File: src/rtl/reg4_write_arbiter.sv
// reg4_write_arbiter
// Round-robin arbiter that lets NREQ producers take turns writing one shared
// WIDTH-bit register. A granted write commits with a one-cycle ack, then a
// cool-down of COOL_CYCLES idle cycles keeps the visible value stable.

module reg4_write_arbiter #(
    parameter int NREQ        = 4,
    parameter int WIDTH       = 4,
    parameter int COOL_CYCLES = 2,
    parameter int CNT_W       = 8
) (
    input  logic                    clk,
    input  logic                    reset,
    input  logic [NREQ-1:0]         req,
    input  logic [NREQ*WIDTH-1:0]   wdata,
    output logic [NREQ-1:0]         ack,
    output logic [WIDTH-1:0]        q,
    output logic [2:0]              owner,
    output logic                    busy,
    output logic [CNT_W-1:0]        write_count
);

    // Cool-down counter must hold COOL_CYCLES; keep at least one bit.
    localparam int COOL_W = (COOL_CYCLES < 1) ? 1 : $clog2(COOL_CYCLES + 1);

    typedef enum logic [1:0] {
        ST_IDLE  = 2'd0,
        ST_WRITE = 2'd1,
        ST_COOL  = 2'd2
    } state_t;

    state_t               r_state;
    logic [2:0]           r_grant;
    logic [2:0]           r_ptr;
    logic [WIDTH-1:0]     r_q;
    logic [NREQ-1:0]      r_ack;
    logic [2:0]           r_owner;
    logic [CNT_W-1:0]     r_count;
    logic [COOL_W-1:0]    r_cool;

    state_t               w_state_nxt;
    logic [2:0]           w_grant_nxt;
    logic [2:0]           w_ptr_nxt;
    logic [WIDTH-1:0]     w_q_nxt;
    logic [NREQ-1:0]      w_ack_nxt;
    logic [2:0]           w_owner_nxt;
    logic [CNT_W-1:0]     w_count_nxt;
    logic [COOL_W-1:0]    w_cool_nxt;

    logic [2*NREQ-1:0]    w_req_dbl;
    logic [NREQ-1:0]      w_rot;
    logic                 w_found;
    logic [2:0]           w_sel;
    logic                 w_req_g;
    logic [WIDTH-1:0]     w_wdata_g;
    logic [NREQ-1:0]      w_ack_g;

    // Rotate requests so bit 0 corresponds to the current priority pointer.
    always_comb begin
        w_req_dbl = {req, req};
        w_rot     = NREQ'(w_req_dbl >> r_ptr);
    end

    // Pick the first active requester at or after the pointer, wrapping at NREQ.
    always_comb begin
        w_found = 1'b0;
        w_sel   = 3'd0;
        for (int k = 0; k < NREQ; k++) begin
            if (!w_found && w_rot[k]) begin
                w_found = 1'b1;
                w_sel   = ((int'(r_ptr) + k) >= NREQ) ? 3'(int'(r_ptr) + k - NREQ)
                                                      : 3'(int'(r_ptr) + k);
            end else begin
                w_found = w_found;
            end
        end
    end

    // Decode the latched grant into its request bit, data slice and ack mask.
    always_comb begin
        w_req_g   = 1'b0;
        w_wdata_g = '0;
        w_ack_g   = '0;
        for (int i = 0; i < NREQ; i++) begin
            if (r_grant == 3'(i)) begin
                w_req_g    = req[i];
                w_wdata_g  = wdata[i*WIDTH +: WIDTH];
                w_ack_g[i] = 1'b1;
            end else begin
                w_ack_g[i] = 1'b0;
            end
        end
    end

    // Next-state and next-output logic of the IDLE/WRITE/COOL controller.
    always_comb begin
        w_state_nxt = r_state;
        w_grant_nxt = r_grant;
        w_ptr_nxt   = r_ptr;
        w_q_nxt     = r_q;
        w_ack_nxt   = '0;
        w_owner_nxt = r_owner;
        w_count_nxt = r_count;
        w_cool_nxt  = r_cool;
        case (r_state)
            ST_IDLE: begin
                if (w_found) begin
                    w_state_nxt = ST_WRITE;
                    w_grant_nxt = w_sel;
                end else begin
                    w_state_nxt = ST_IDLE;
                end
            end
            ST_WRITE: begin
                if (w_req_g) begin
                    w_q_nxt     = w_wdata_g;
                    w_ack_nxt   = w_ack_g;
                    w_owner_nxt = r_grant;
                    w_ptr_nxt   = (r_grant == 3'(NREQ - 1)) ? 3'd0 : r_grant + 3'd1;
                    w_count_nxt = r_count + CNT_W'(1);
                    if (COOL_CYCLES == 0) begin
                        w_state_nxt = ST_IDLE;
                    end else begin
                        w_state_nxt = ST_COOL;
                        w_cool_nxt  = COOL_W'(COOL_CYCLES);
                    end
                end else begin
                    // Requester withdrew before commit: abandon silently.
                    w_state_nxt = ST_IDLE;
                end
            end
            ST_COOL: begin
                // COOL lasts exactly COOL_CYCLES cycles; leave as the count hits zero.
                if (r_cool <= COOL_W'(1)) begin
                    w_state_nxt = ST_IDLE;
                    w_cool_nxt  = '0;
                end else begin
                    w_cool_nxt  = r_cool - COOL_W'(1);
                end
            end
            default: begin
                w_state_nxt = ST_IDLE;
                w_cool_nxt  = '0;
            end
        endcase
    end

    // State and output registers; reset overrides any pending write.
    always_ff @(posedge clk) begin
        if (reset) begin
            r_state <= ST_IDLE;
            r_grant <= 3'd0;
            r_ptr   <= 3'd0;
            r_q     <= '0;
            r_ack   <= '0;
            r_owner <= 3'd0;
            r_count <= '0;
            r_cool  <= '0;
        end else begin
            r_state <= w_state_nxt;
            r_grant <= w_grant_nxt;
            r_ptr   <= w_ptr_nxt;
            r_q     <= w_q_nxt;
            r_ack   <= w_ack_nxt;
            r_owner <= w_owner_nxt;
            r_count <= w_count_nxt;
            r_cool  <= w_cool_nxt;
        end
    end

    assign ack         = r_ack;
    assign q           = r_q;
    assign owner       = r_owner;
    assign write_count = r_count;
    assign busy        = (r_state != ST_IDLE);

endmodule

File: config.mk
export PLATFORM = sky130hd
export DESIGN_NAME = reg4_write_arbiter
export DESIGN_NICKNAME = d
export VERILOG_FILES = /design/src/rtl/reg4_write_arbiter.sv
export SDC_FILE = /design/constraint.sdc
export NUM_CORES = 1
export LEC_CHECK = 0
export ABC_AREA = 1
export BUFFER_PORTS_ARGS = -buffer_cell sky130_fd_sc_hd__buf_2
export CELL_PAD_IN_SITES_DETAIL_PLACEMENT = 0
export CELL_PAD_IN_SITES_GLOBAL_PLACEMENT = 1
export CORE_ASPECT_RATIO = 0.5
export CORE_MARGIN = 3
export CORE_UTILIZATION = 37
export DETAILED_ROUTE_END_ITERATION = 7
export PLACE_DENSITY_LB_ADDON = 0.1
export SETUP_SLACK_MARGIN = 0.02
export SYNTH_ARGS = -nofsm -noshare
export SYNTH_HDL_FRONTEND = slang
export SYNTH_SLANG_ARGS = --single-unit
File: constraint.sdc
create_clock -name clk -period 1.8 [get_ports clk]
set_clock_uncertainty 0.05 [all_clocks]
set_input_delay 0.36 -clock clk [delete_from_list [all_inputs] [get_ports clk]]
set_output_delay 0.36 -clock clk [all_outputs]
set_load 0.05 [all_outputs]
==> flow_metrics.py, run 1 <==
metrics = {
    "logic_synthesis": {
        "yosysWarningCount": 0,
        "synth_edf_count": 0,
        "avgSynthCellArea_sq_um": 7.19,
        "synth_area_sq_um": 1710,
        "synth.distinct_cells": 26,
        "syn_nets": 269,
        "synthFlopType": "dfxtp_1",
        "synth-seq-cells": 29,
        "synthCells": 238,
        "async_reset_ff_share_pct": 0,
        "ys_seq_area_share_pct": 33.9,
    },
    "worst_setup_path": {
        "cp_max_fo": 4,
        "crit_path_frequent_cell": "inv_1",
        "end_kind": "primary output",
        "arrival_ns": 1.27,
        "r2r-end": "ack[1]$_SDFF_PP0_",
        "crit_slowest_cell": "dfxtp_1",
        "rr_startpoint": "r_grant[0]$_SDFFE_PP0P_",
        "crit_required_ns": 1.39,
        "crit_chain": "inv_1, ha_1, inv_1, buf_4",
        "r2r_setup_slack_ns": 0.15,
        "start_kind": "flop",
        "r2r.worst_path.cells": 12,
        "path_class": "reg2out",
        "slowest_delay_ns": 0.37,
    },
    "clock_tree": {
        "cts_tree": "done",
        "cts.sinks": 29,
        "cts.clk_slew.worst_paths_ns": 0.06,
        "cts_buffers": 5,
        "h-tree-depth": 2,
        "postCtsSetupBuffers": 0,
        "clockBufferDepth": 2,
        "clock_latency_ns": 0.28,
        "post_cts_resize_count": 0,
        "ctsRootBufferMaster": "clkbuf_8",
        "ctsHoldBuffers": 0,
    },
    "drt": {
        "detail_route.first_pass.iterations": 6,
        "routed_wl_um": 4120,
        "ant_nets": 0,
        "viasPerCell": 4.76,
        "wire_per_inst_um": 12.1,
        "drcViolationCount": 0,
        "first_iter_violations": 58,
        "vias": 1618,
    },
    "final_layout": {
        "syn_to_final_growth_pct": 22.5,
        "nets": 317,
        "drive_gt1_share_pct": 31.8,
        "n_fill_cell": 443,
        "antenna_cells": 0,
        "design_area_sq_um": 2100,
    },
    "timing": {
        "max_slew.worst_pin.slew_ns": 0.329,
        "timing.final.crit_share_pct": 93.5,
        "slew_headroom_pct": 78.0,
        "fin_ws_ns": 0.117,
        "final_hold_viol_count": 0,
        "whs_ns": 0.382,
        "post-route-min-period_ns": 1.68,
        "fmax_ghz": 0.594,
        "slew_violations": 0,
        "setup_viol": 0,
    },
    "die": {
        "fp.dieH_um": 54.1,
        "io_pins": 42,
        "die_area_sq_um": 5520,
        "coreArea_sq_um": 4160,
        "start_util_pct": 41.1,
        "core.rowCount": 16,
        "die_w_um": 102,
    },
    "power_and_ir_drop": {
        "switchingPower_uw": 1380,
        "p_comb_share_pct": 53.9,
        "leakage_uw": 0.00103,
        "power.internal_uw": 1610,
        "power_frac_seq_pct": 28.1,
        "clkPwrFrac_pct": 18.0,
        "vdd_ir_drop_max_mv": 0.396,
        "p_sw_share_pct": 46.2,
        "power_density_nw_per_um2": 1430,
    },
    "placed_design": {
        "dpl-instance-area_sq_um": 1990,
        "port_buffers": 41,
        "hpwlAfterDp_um": 3140,
        "pre_cts_ws_ns": 0.0725,
        "place_congestion": 0.793,
    },
    "worst_hold_path": {
        "whs_path_depth": 2,
        "hold_end": "owner[2]$_SDFFE_PP0P_",
        "hp-start": "owner[2]$_SDFFE_PP0P_",
        "hp-class": "reg2reg",
    },
    "global_route": {
        "grt_start_max_net_pins": 20,
        "grt_use_met3_pct": 4.01,
        "antenna_found_initial": 0,
        "grt_util_met1_pct": 22.0,
        "use_met2_pct": 24.0,
        "grt_usage_pct": 15.8,
        "grt_pass1_wl_um": 6560,
        "grt_overflow_total": 0,
        "grt_pass1_vias": 1408,
        "busiest_layer": "met2",
    },
    "flow_run": {
        "maxCapViolations": 0,
    },
    "status": {
        "status": "finished clean",
    },
}
-- layout by cell type (no fill, tap or decap) --
| cell type | n |
|---|---|
| xor2_1 | 2 |
| nor2_2 | 1 |
| nand3_1 | 21 |
| buf_2 | 40 |
| dfxtp_2 | 1 |
| buf_4 | 5 |
| dfxtp_1 | 28 |
| nor3_1 | 2 |
| ha_2 | 2 |
| o22ai_1 | 4 |
| nand2_8 | 1 |
| nand2_4 | 1 |
| nand2_1 | 59 |
| nand2_2 | 11 |
| buf_6 | 1 |
| inv_2 | 5 |
| nor3_2 | 2 |
| o21ai_0 | 12 |
| buf_12 | 1 |
| inv_4 | 2 |
| nand3_2 | 4 |
| nor2_4 | 1 |
| a31o_2 | 1 |
| nand4_1 | 3 |
| clkbuf_8 | 6 |
| a21oi_1 | 11 |
| clkbuf_1 | 1 |
| nor2_1 | 18 |
| o21ai_1 | 1 |
| xnor2_1 | 4 |
| ha_1 | 7 |
| a21oi_2 | 6 |
| inv_1 | 22 |
-- metrics by stage --
stage	util, %	total power (uW)	TNS [ns]	instances
2_1_floorplan	-	2090	0	238
3_3_place_gp	47.7	2410	0	333
3_5_place_dp	47.7	2430	0	333
4_1_cts	49.8	2980	0	340
5_1_grt	50.3	3240	-0.00850	340
6_report	50.3	2990	0	340
-- power by group through the flow --
| stage | Combinational (uW) | Sequential [uW] | Clock [uW] |
|---|---|---|---|
| after floorplan | 1060 | 1020 | 0 |
| after global routing | 1810 | 851 | 587 |
| after global placement | 1570 | 843 | 0 |
| after detailed placement | 1580 | 847 | 0 |
| after CTS | 1590 | 834 | 557 |
| final | 1610 | 840 | 539 |
-- worst max-delay path: cells and delay by family, from the launching register on --
family | cells | cell delay [ns]
DFF | 1 | 0.37
adders and majority gates | 1 | 0.20
buffers and inverters | 3 | 0.42
-- synthesized netlist by cell type (2+ instances only) --
master    count  area share, %
nand2_2      11            4.0
nor2_1       19            4.2
inv_2         4           0.88
nand3_2       4            2.3
a21oi_1      11            3.2
a21oi_2       6            3.1
dfxtp_1      29             34
nand4_1       3            1.1
o22ai_1       4            1.5
inv_1        24            5.3
xnor2_1       4            2.0
nand2_1      59             13
ha_1          9            6.6
nand3_1      21            6.1
clkbuf_1      3           0.66
xor2_1        2            1.0
nor3_1        3           0.88
o21ai_0      13            3.8
buf_6         2            1.3
-- layout make-up --
cell class / instances / area [sq um] / share of cell area [%]
Timing Repair Buffer: 47 / 269 / 12.8
Tap cell: 54 / 67.6 / 3.22
Clock buffer: 7 / 86.3 / 4.12
Sequential cell: 29 / 582 / 27.8
Multi-Input combinational cell: 174 / 977 / 46.6
Inverter: 29 / 114 / 5.43
-- how the worst max path moves through the flow --
stage / startpoint / cells after the start / endpoint
floorplan: r_grant[1]$_SDFFE_PP0P_ / 12 / write_count[7]$_SDFFE_PP0P_
global placement: r_grant[0]$_SDFFE_PP0P_ / 13 / write_count[4]$_SDFFE_PP0P_
detailed placement: r_grant[0]$_SDFFE_PP0P_ / 11 / q[0]$_SDFFE_PP0P_
CTS: r_state[1]$_SDFFE_PP0P_ / 4 / busy
global route: r_grant[0]$_SDFFE_PP0P_ / 13 / write_count[5]$_SDFFE_PP0P_
finish: r_state[1]$_SDFFE_PP0P_ / 4 / busy
-- sequential cells by signal, summed over array words and instances, names as in the netlist --
register / count
r_ptr: 3
write_count: 8
r_cool: 2
r_state: 2
q: 4
r_grant: 3
owner: 3
ack: 4
-- per-layer routing --
metal / vias up / wire, um
met3: 5 / 170
met1: 719 / 2140
met5: - / 0
met4: 0 / 48
li1: 863 / -
met2: 31 / 1760
-- kinds of logic (layout without fill, tap and decap cells) --
logic type,after synthesis,after routing,share of synthesized area (%)
adder cells (fa/ha/maj),9,9,6.58
flip-flops,29,29,33.9
AND/OR/NAND/NOR,124,124,34.7
buffers and inverters,35,83,9.66
XOR/XNOR,6,6,3.07
AO/OA/AOI/OAI,35,35,12.1
Power figures use the tool's default switching activity.
==> run 2, diff against run 1 <==
--- a/config.mk
+++ b/config.mk
@@ -11,7 +11,7 @@
 export CELL_PAD_IN_SITES_GLOBAL_PLACEMENT = 1
 export CORE_ASPECT_RATIO = 0.5
 export CORE_MARGIN = 3
-export CORE_UTILIZATION = 37
+export CORE_UTILIZATION = 40
 export DETAILED_ROUTE_END_ITERATION = 7
 export PLACE_DENSITY_LB_ADDON = 0.1
 export SETUP_SLACK_MARGIN = 0.02
==> constraint.sdc (replaced) <==
create_clock -name clk -period 2 [get_ports clk]
set_clock_uncertainty 0.05 [all_clocks]
set_input_delay 0.4 -clock clk [delete_from_list [all_inputs] [get_ports clk]]
set_output_delay 0.4 -clock clk [all_outputs]
set_load 0.05 [all_outputs]
==> run 2 against run 1 <==
  * Total power is 13% lower
  * Global-route usage is 0.63 points higher
  * Flip-flop and latch count stayed put
  * Setup slack better by 0.099 ns
  * Combinational power is 15% lower
  * First-iteration DRC count is 43% lower
  * Critical path depth stayed put
  * Clock power is 14% lower
  * Critical path type unchanged
  * Highest routed layer unchanged
==> flow_metrics.py, run 2 (synthesized netlist as in run 1, its figures left out) <==
metrics = {
    "drt": {
        "ant_nets": 0,
        "drcViolationCount": 0,
        "first_iter_violations": 33,
        "wire_per_inst_um": 11.9,
        "vias": 1634,
        "routed_wl_um": 4030,
        "detail_route.first_pass.iterations": 4,
        "viasPerCell": 4.82,
    },
    "clock_tree": {
        "ctsHoldBuffers": 0,
        "cts_buffers": 5,
        "clockBufferDepth": 2,
        "cts.sinks": 29,
        "h-tree-depth": 2,
        "cts.clk_slew.worst_paths_ns": 0.06,
        "cts_tree": "done",
        "ctsRootBufferMaster": "clkbuf_8",
        "clock_latency_ns": 0.28,
        "postCtsSetupBuffers": 0,
        "post_cts_resize_count": 0,
    },
    "worst_setup_path": {
        "arrival_ns": 1.33,
        "critical_path.top_delay_family": "buffers and inverters",
        "cp_max_fo": 4,
        "slowest_delay_ns": 0.36,
        "r2r-end": "write_count[4]$_SDFFE_PP0P_",
        "r2r.worst_path.cells": 10,
        "crit_chain": "inv_1, ha_1, inv_1, buf_2",
        "r2r_setup_slack_ns": 0.24,
        "startpoint": "r_state[0]$_SDFFE_PP0P_",
        "worst-path-buf-inv": 3,
        "path_class": "reg2out",
        "crit_slowest_cell": "dfxtp_1",
        "crit_required_ns": 1.55,
        "rr_startpoint": "r_grant[0]$_SDFFE_PP0P_",
        "start_kind": "flop",
        "crit_path_frequent_cell": "inv_1",
        "end_kind": "primary output",
    },
    "die": {
        "die_area_sq_um": 5140,
        "fp.dieH_um": 52.2,
        "coreArea_sq_um": 4000,
        "die_w_um": 98.5,
        "io_pins": 42,
        "core.rowCount": 16,
        "start_util_pct": 42.7,
    },
    "timing": {
        "whs_ns": 0.386,
        "timing.final.crit_share_pct": 89.2,
        "final_hold_viol_count": 0,
        "fmax_ghz": 0.560,
        "slew_headroom_pct": 78.4,
        "tns_ns": 0,
        "post-route-min-period_ns": 1.78,
        "max_slew.worst_pin.slew_ns": 0.324,
        "setup_viol": 0,
        "slew_violations": 0,
        "rsz0062_at_grt": "no",
    },
    "power_and_ir_drop": {
        "vdd_ir_drop_max_mv": 0.424,
        "leakage_uw": 0.00100,
        "power_density_nw_per_um2": 1270,
    },
    "global_route": {
        "grt_overflow_total": 0,
        "grt_pass1_vias": 1442,
        "grt_start_max_net_pins": 17,
        "grt_pass1_wl_um": 6520,
        "antenna_found_initial": 0,
        "grt_usage_pct": 16.4,
    },
    "worst_hold_path": {
        "whs_path_depth": 2,
        "hold_end": "owner[2]$_SDFFE_PP0P_",
        "hp-class": "reg2reg",
        "hp-start": "owner[2]$_SDFFE_PP0P_",
    },
    "final_layout": {
        "syn_to_final_growth_pct": 19.5,
        "drive_gt1_share_pct": 28.8,
        "final_util_pct": 51.1,
        "layout_common_cells": "nand2_1, buf_2, dfxtp_1",
        "final_common_cell": "nand2_1",
        "largest_reg_flops": 8,
        "nets": 315,
        "n_fill_cell": 433,
        "antenna_cells": 0,
    },
    "flow_run": {
        "maxCapViolations": 0,
    },
    "status": {
        "status": "finished clean",
    },
    "placed_design": {
        "hpwlAfterDp_um": 3100,
        "port_buffers": 41,
        "place_congestion": 0.816,
    },
}
[run 2: metal layers]
| layer | global-route usage, % | wire length (um) | vias up |
|---|---|---|---|
| li1 | - | - | 854 |
| met1 | 22.4 | 2060 | 740 |
| met2 | 25.1 | 1720 | 32 |
| met3 | 4.52 | 198 | 8 |
| met4 | 6.12 | 61 | 0 |
| met5 | 0 | 0 | - |
[run 2: area by class of cell]
| class | instances | area (sq um) | share of cell area (%) |
|---|---|---|---|
| clock buffer | 8 | 80.1 | 3.92 |
| inverter | 29 | 114 | 5.57 |
| multi-input combinational | 174 | 967 | 47.3 |
| sequential | 29 | 581 | 28.4 |
| tap | 54 | 67.6 | 3.30 |
| timing repair buffer | 45 | 235 | 11.5 |
[run 2: through the flow]
stage / cells / total power [uW] / cell area [sq um] / setup slack [ns]
floorplan: 238 / 1880 / 1710 / 0.371
CTS: 339 / 2600 / 2040 / 0.131
global route: 339 / 2800 / 2040 / 0.0530
detailed placement: 331 / 2130 / 1960 / 0.143
finish: 339 / 2590 / 2040 / 0.215
global placement: 331 / 2120 / 1960 / 0.239
[run 2: worst max path at each step]
stage	to	slack (ns)	depth (start not counted)
2_1_floorplan	write_count[7]$_SDFFE_PP0P_	0.37	12
3_3_place_gp	owner[0]$_SDFFE_PP0P_	0.24	11
3_5_place_dp	write_count[2]$_SDFFE_PP0P_	0.14	12
4_1_cts	write_count[4]$_SDFFE_PP0P_	0.13	12
5_1_grt	write_count[6]$_SDFFE_PP0P_	0.05	13
6_report	busy	0.22	4
[run 2: report_power, final]
group | switching, uW | leakage, uW | total, uW | internal [uW]
Combinational | 924 | 0.000730 | 1370 | 446
Clock | 215 | 0.0000395 | 462 | 247
Sequential | 85.5 | 0.000235 | 758 | 673
[run 2: worst min-delay path, delay by kind of cell (launching register included)]
kind / cells / cell delay (ns)
DFF: 1 / 0.31
and+or+nand+nor: 2 / 0.09
==> run 3, diff against run 2 <==
--- a/config.mk
+++ b/config.mk
@@ -7,11 +7,11 @@
 export LEC_CHECK = 0
 export ABC_AREA = 1
 export BUFFER_PORTS_ARGS = -buffer_cell sky130_fd_sc_hd__buf_2
-export CELL_PAD_IN_SITES_DETAIL_PLACEMENT = 0
+export CELL_PAD_IN_SITES_DETAIL_PLACEMENT = 1
 export CELL_PAD_IN_SITES_GLOBAL_PLACEMENT = 1
 export CORE_ASPECT_RATIO = 0.5
 export CORE_MARGIN = 3
-export CORE_UTILIZATION = 40
+export CORE_UTILIZATION = 37
 export DETAILED_ROUTE_END_ITERATION = 7
 export PLACE_DENSITY_LB_ADDON = 0.1
 export SETUP_SLACK_MARGIN = 0.02
==> constraint.sdc (replaced) <==
create_clock -name clk -period 1.7 [get_ports clk]
set_clock_uncertainty 0.05 [all_clocks]
set_input_delay 0.34 -clock clk [delete_from_list [all_inputs] [get_ports clk]]
set_output_delay 0.34 -clock clk [all_outputs]
set_load 0.05 [all_outputs]
==> run 3 against run 2 <==
  * Wire length rose by 27%
  * Non-clock buffer count rose by 12
  * Total power rose by 41%
  * Largest cell class unchanged
  * First-iteration DRC count rose by 21%
  * Largest power group unchanged
  * Critical path depth rose by 9
  * Global-route usage rose by 2.4 points
  * Flip-flop and latch count did not move
  * Count of clock-buffer cells in the layout fell by 3
  * Utilization rose by 4.2 points
  * Setup slack got worse by 0.16 ns
==> flow_metrics.py, run 3 (synthesized netlist as in run 1, its figures left out) <==
metrics = {
    "timing": {
        "slew_violations": 0,
        "timing.final.crit_share_pct": 96.8,
        "setup_viol": 0,
        "slew_headroom_pct": 71.1,
        "rsz0062_at_grt": "yes",
        "max_slew.worst_pin.slew_ns": 0.434,
        "whs_ns": 0.377,
        "final_hold_viol_count": 0,
        "post-route-min-period_ns": 1.65,
        "fmax_ghz": 0.608,
        "tns_ns": 0,
    },
    "flow_run": {
        "maxCapViolations": 0,
    },
    "drt": {
        "ant_nets": 0,
        "wire_per_inst_um": 14.6,
        "routed_wl_um": 5130,
        "vias": 1729,
        "drcViolationCount": 0,
        "viasPerCell": 4.93,
        "detail_route.first_pass.iterations": 6,
        "first_iter_violations": 40,
    },
    "final_layout": {
        "n_fill_cell": 540,
        "nets": 327,
        "fin_cells": 351,
        "final_util_pct": 55.2,
        "drive_gt1_share_pct": 41.1,
        "largest_reg_flops": 8,
        "final_common_cell": "nand2_1",
        "layout_common_cells": "nand2_1, buf_2, dfxtp_1",
        "syn_to_final_growth_pct": 34.5,
        "antenna_cells": 0,
    },
    "clock_tree": {
        "cts.clk_slew.worst_paths_ns": 0.07,
        "h-tree-depth": 2,
        "clockBufferDepth": 2,
        "cts_tree": "done",
        "cts_buffers": 5,
        "cts.sinks": 29,
        "clock_latency_ns": 0.29,
        "ctsRootBufferMaster": "clkbuf_8",
    },
    "worst_hold_path": {
        "whs_path_depth": 5,
        "hold_end": "q[3]$_SDFFE_PP0P_",
        "hp-class": "in2reg",
        "hp-start": "wdata[15]",
    },
    "power_and_ir_drop": {
        "power_uw": 3650,
        "vdd_ir_drop_max_mv": 0.559,
        "power_frac_seq_pct": 25.0,
        "switchingPower_uw": 1710,
        "p_sw_share_pct": 46.9,
        "leakage_uw": 0.00115,
        "p_comb_share_pct": 59.7,
        "power_density_nw_per_um2": 1590,
        "clkPwrFrac_pct": 15.3,
        "power.internal_uw": 1940,
    },
    "worst_setup_path": {
        "end_kind": "flop",
        "r2r_setup_slack_ns": 0.05,
        "rr_startpoint": "r_grant[1]$_SDFFE_PP0P_",
        "crit_path_frequent_cell": "nand3_2",
        "start_kind": "flop",
        "crit_chain": "inv_4, ha_4, inv_2, nor2_4, nand3_2, nand3_2, nand3_2, nand2_2, nand2_4, inv_6, clkbuf_16, nand2_4, a21oi_2",
        "cp_max_fo": 7,
        "crit_required_ns": 1.88,
        "r2r.worst_path.cells": 13,
        "critical_path.top_delay_family": "simple AND/OR/NAND/NOR gates",
        "crit_slowest_cell": "dfxtp_4",
        "worst-path-buf-inv": 4,
        "path_class": "reg2reg",
        "slowest_delay_ns": 0.36,
        "r2r-end": "write_count[5]$_SDFFE_PP0P_",
        "arrival_ns": 1.82,
    },
    "status": {
        "status": "finished clean",
    },
    "global_route": {
        "grt_pass1_vias": 1669,
        "antenna_found_initial": 0,
        "grt_overflow_total": 0,
        "grt_usage_pct": 18.8,
        "grt_start_max_net_pins": 20,
        "grt_pass1_wl_um": 7920,
    },
    "placed_design": {
        "place_inst": 337,
        "port_buffers": 41,
        "hpwlAfterDp_um": 3790,
        "place_congestion": 0.817,
    },
    "die": {
        "die_w_um": 102,
        "io_pins": 42,
        "core.rowCount": 16,
        "die_area_sq_um": 5520,
        "fp.dieH_um": 54.1,
        "start_util_pct": 41.1,
        "coreArea_sq_um": 4160,
    },
}
-- run 3: cell types whose count changed in the layout (fill, tap and decap cells not counted), moves of 3 or more --
| cell | previous run | this run |
|---|---|---|
| buf_4 | 4 | 13 |
| o21ai_0 | 13 | 6 |
| nand2_1 | 59 | 54 |
| a21oi_1 | 11 | 7 |
| a21oi_2 | 6 | 10 |
| dfxtp_1 | 29 | 25 |
| inv_1 | 24 | 20 |
| nand2_4 | 1 | 5 |
| o21ai_1 | 0 | 4 |
| clkbuf_1 | 3 | 0 |
| dfxtp_2 | 0 | 3 |
| o21ai_2 | 0 | 3 |
-- run 3: area by class of cell --
class | instances | area, sq um | share of cell area (%)
well taps | 54 | 67.6 | 2.94
multi-input cells | 174 | 1060 | 46.0
repair buffers | 57 | 378 | 16.4
clock buffers | 5 | 68.8 | 2.99
inverters | 29 | 121 | 5.28
flip-flops and latches | 29 | 588 | 25.6
clock inverters | 3 | 17.5 | 0.762
-- run 3: repair_timing --
action                                  4_1_cts  5_1_grt
hold buffers                                  0        0
setup buffers                                 0        5
endpoints found under the setup margin       19       26
pin swaps                                     0        7
gates resized for setup                       8       39
endpoints found under the hold margin         0        0
cloned                                        0        1
-- run 3: metrics by stage --
step                      cell area (sq um)  worst slack [ns]
after floorplan                        1710            0.0707
after global placement                 2030            0.0430
after detailed placement               2030           -0.0572
after CTS                              2130            0.0125
after global routing                   2300           -0.0512
final                                  2300            0.0540
-- run 3: how the worst max path moves through the flow --
stage / startpoint / depth (start not counted) / end / slack [ns]
after floorplan: r_grant[1]$_SDFFE_PP0P_ / 12 / write_count[7]$_SDFFE_PP0P_ / 0.07
after detailed placement: r_grant[1]$_SDFFE_PP0P_ / 13 / write_count[3]$_SDFFE_PP0P_ / -0.06
final: r_grant[1]$_SDFFE_PP0P_ / 13 / write_count[5]$_SDFFE_PP0P_ / 0.05
after global routing: r_grant[1]$_SDFFE_PP0P_ / 13 / write_count[3]$_SDFFE_PP0P_ / -0.05
after CTS: r_grant[0]$_SDFFE_PP0P_ / 13 / write_count[3]$_SDFFE_PP0P_ / 0.01
after global placement: r_grant[1]$_SDFFE_PP0P_ / 11 / owner[1]$_SDFFE_PP0P_ / 0.04
-- run 3: per-layer routing --
layer	track usage [%]	vias to the layer above	share of wire [%]	wire length, um
met3	4.14	4	4.0	206
met5	0	-	0	0
met1	23.4	800	48	2450
met4	5.88	0	0.78	40
li1	-	881	-	-
met2	33.0	44	47	2430
-- run 3: worst reg2reg max path, stage by stage, from the launching register on --
cell       delay [ns]
dfxtp_4          0.36
inv_4            0.07
ha_4             0.13
inv_2            0.04
nor2_4           0.12
nand3_2          0.09
nand3_2          0.07
nand3_2          0.09
nand2_2          0.10
nand2_4          0.07
inv_6            0.08
clkbuf_16        0.15
nand2_4          0.05
a21oi_2          0.12
-- run 3: power groups by stage --
stage | Clock [uW] | Combinational, uW | Sequential (uW)
floorplan | 0 | 1130 | 1080
global placement | 0 | 1740 | 892
detailed placement | 0 | 1800 | 898
CTS | 571 | 1840 | 893
global route | 612 | 2400 | 932
finish | 560 | 2180 | 912
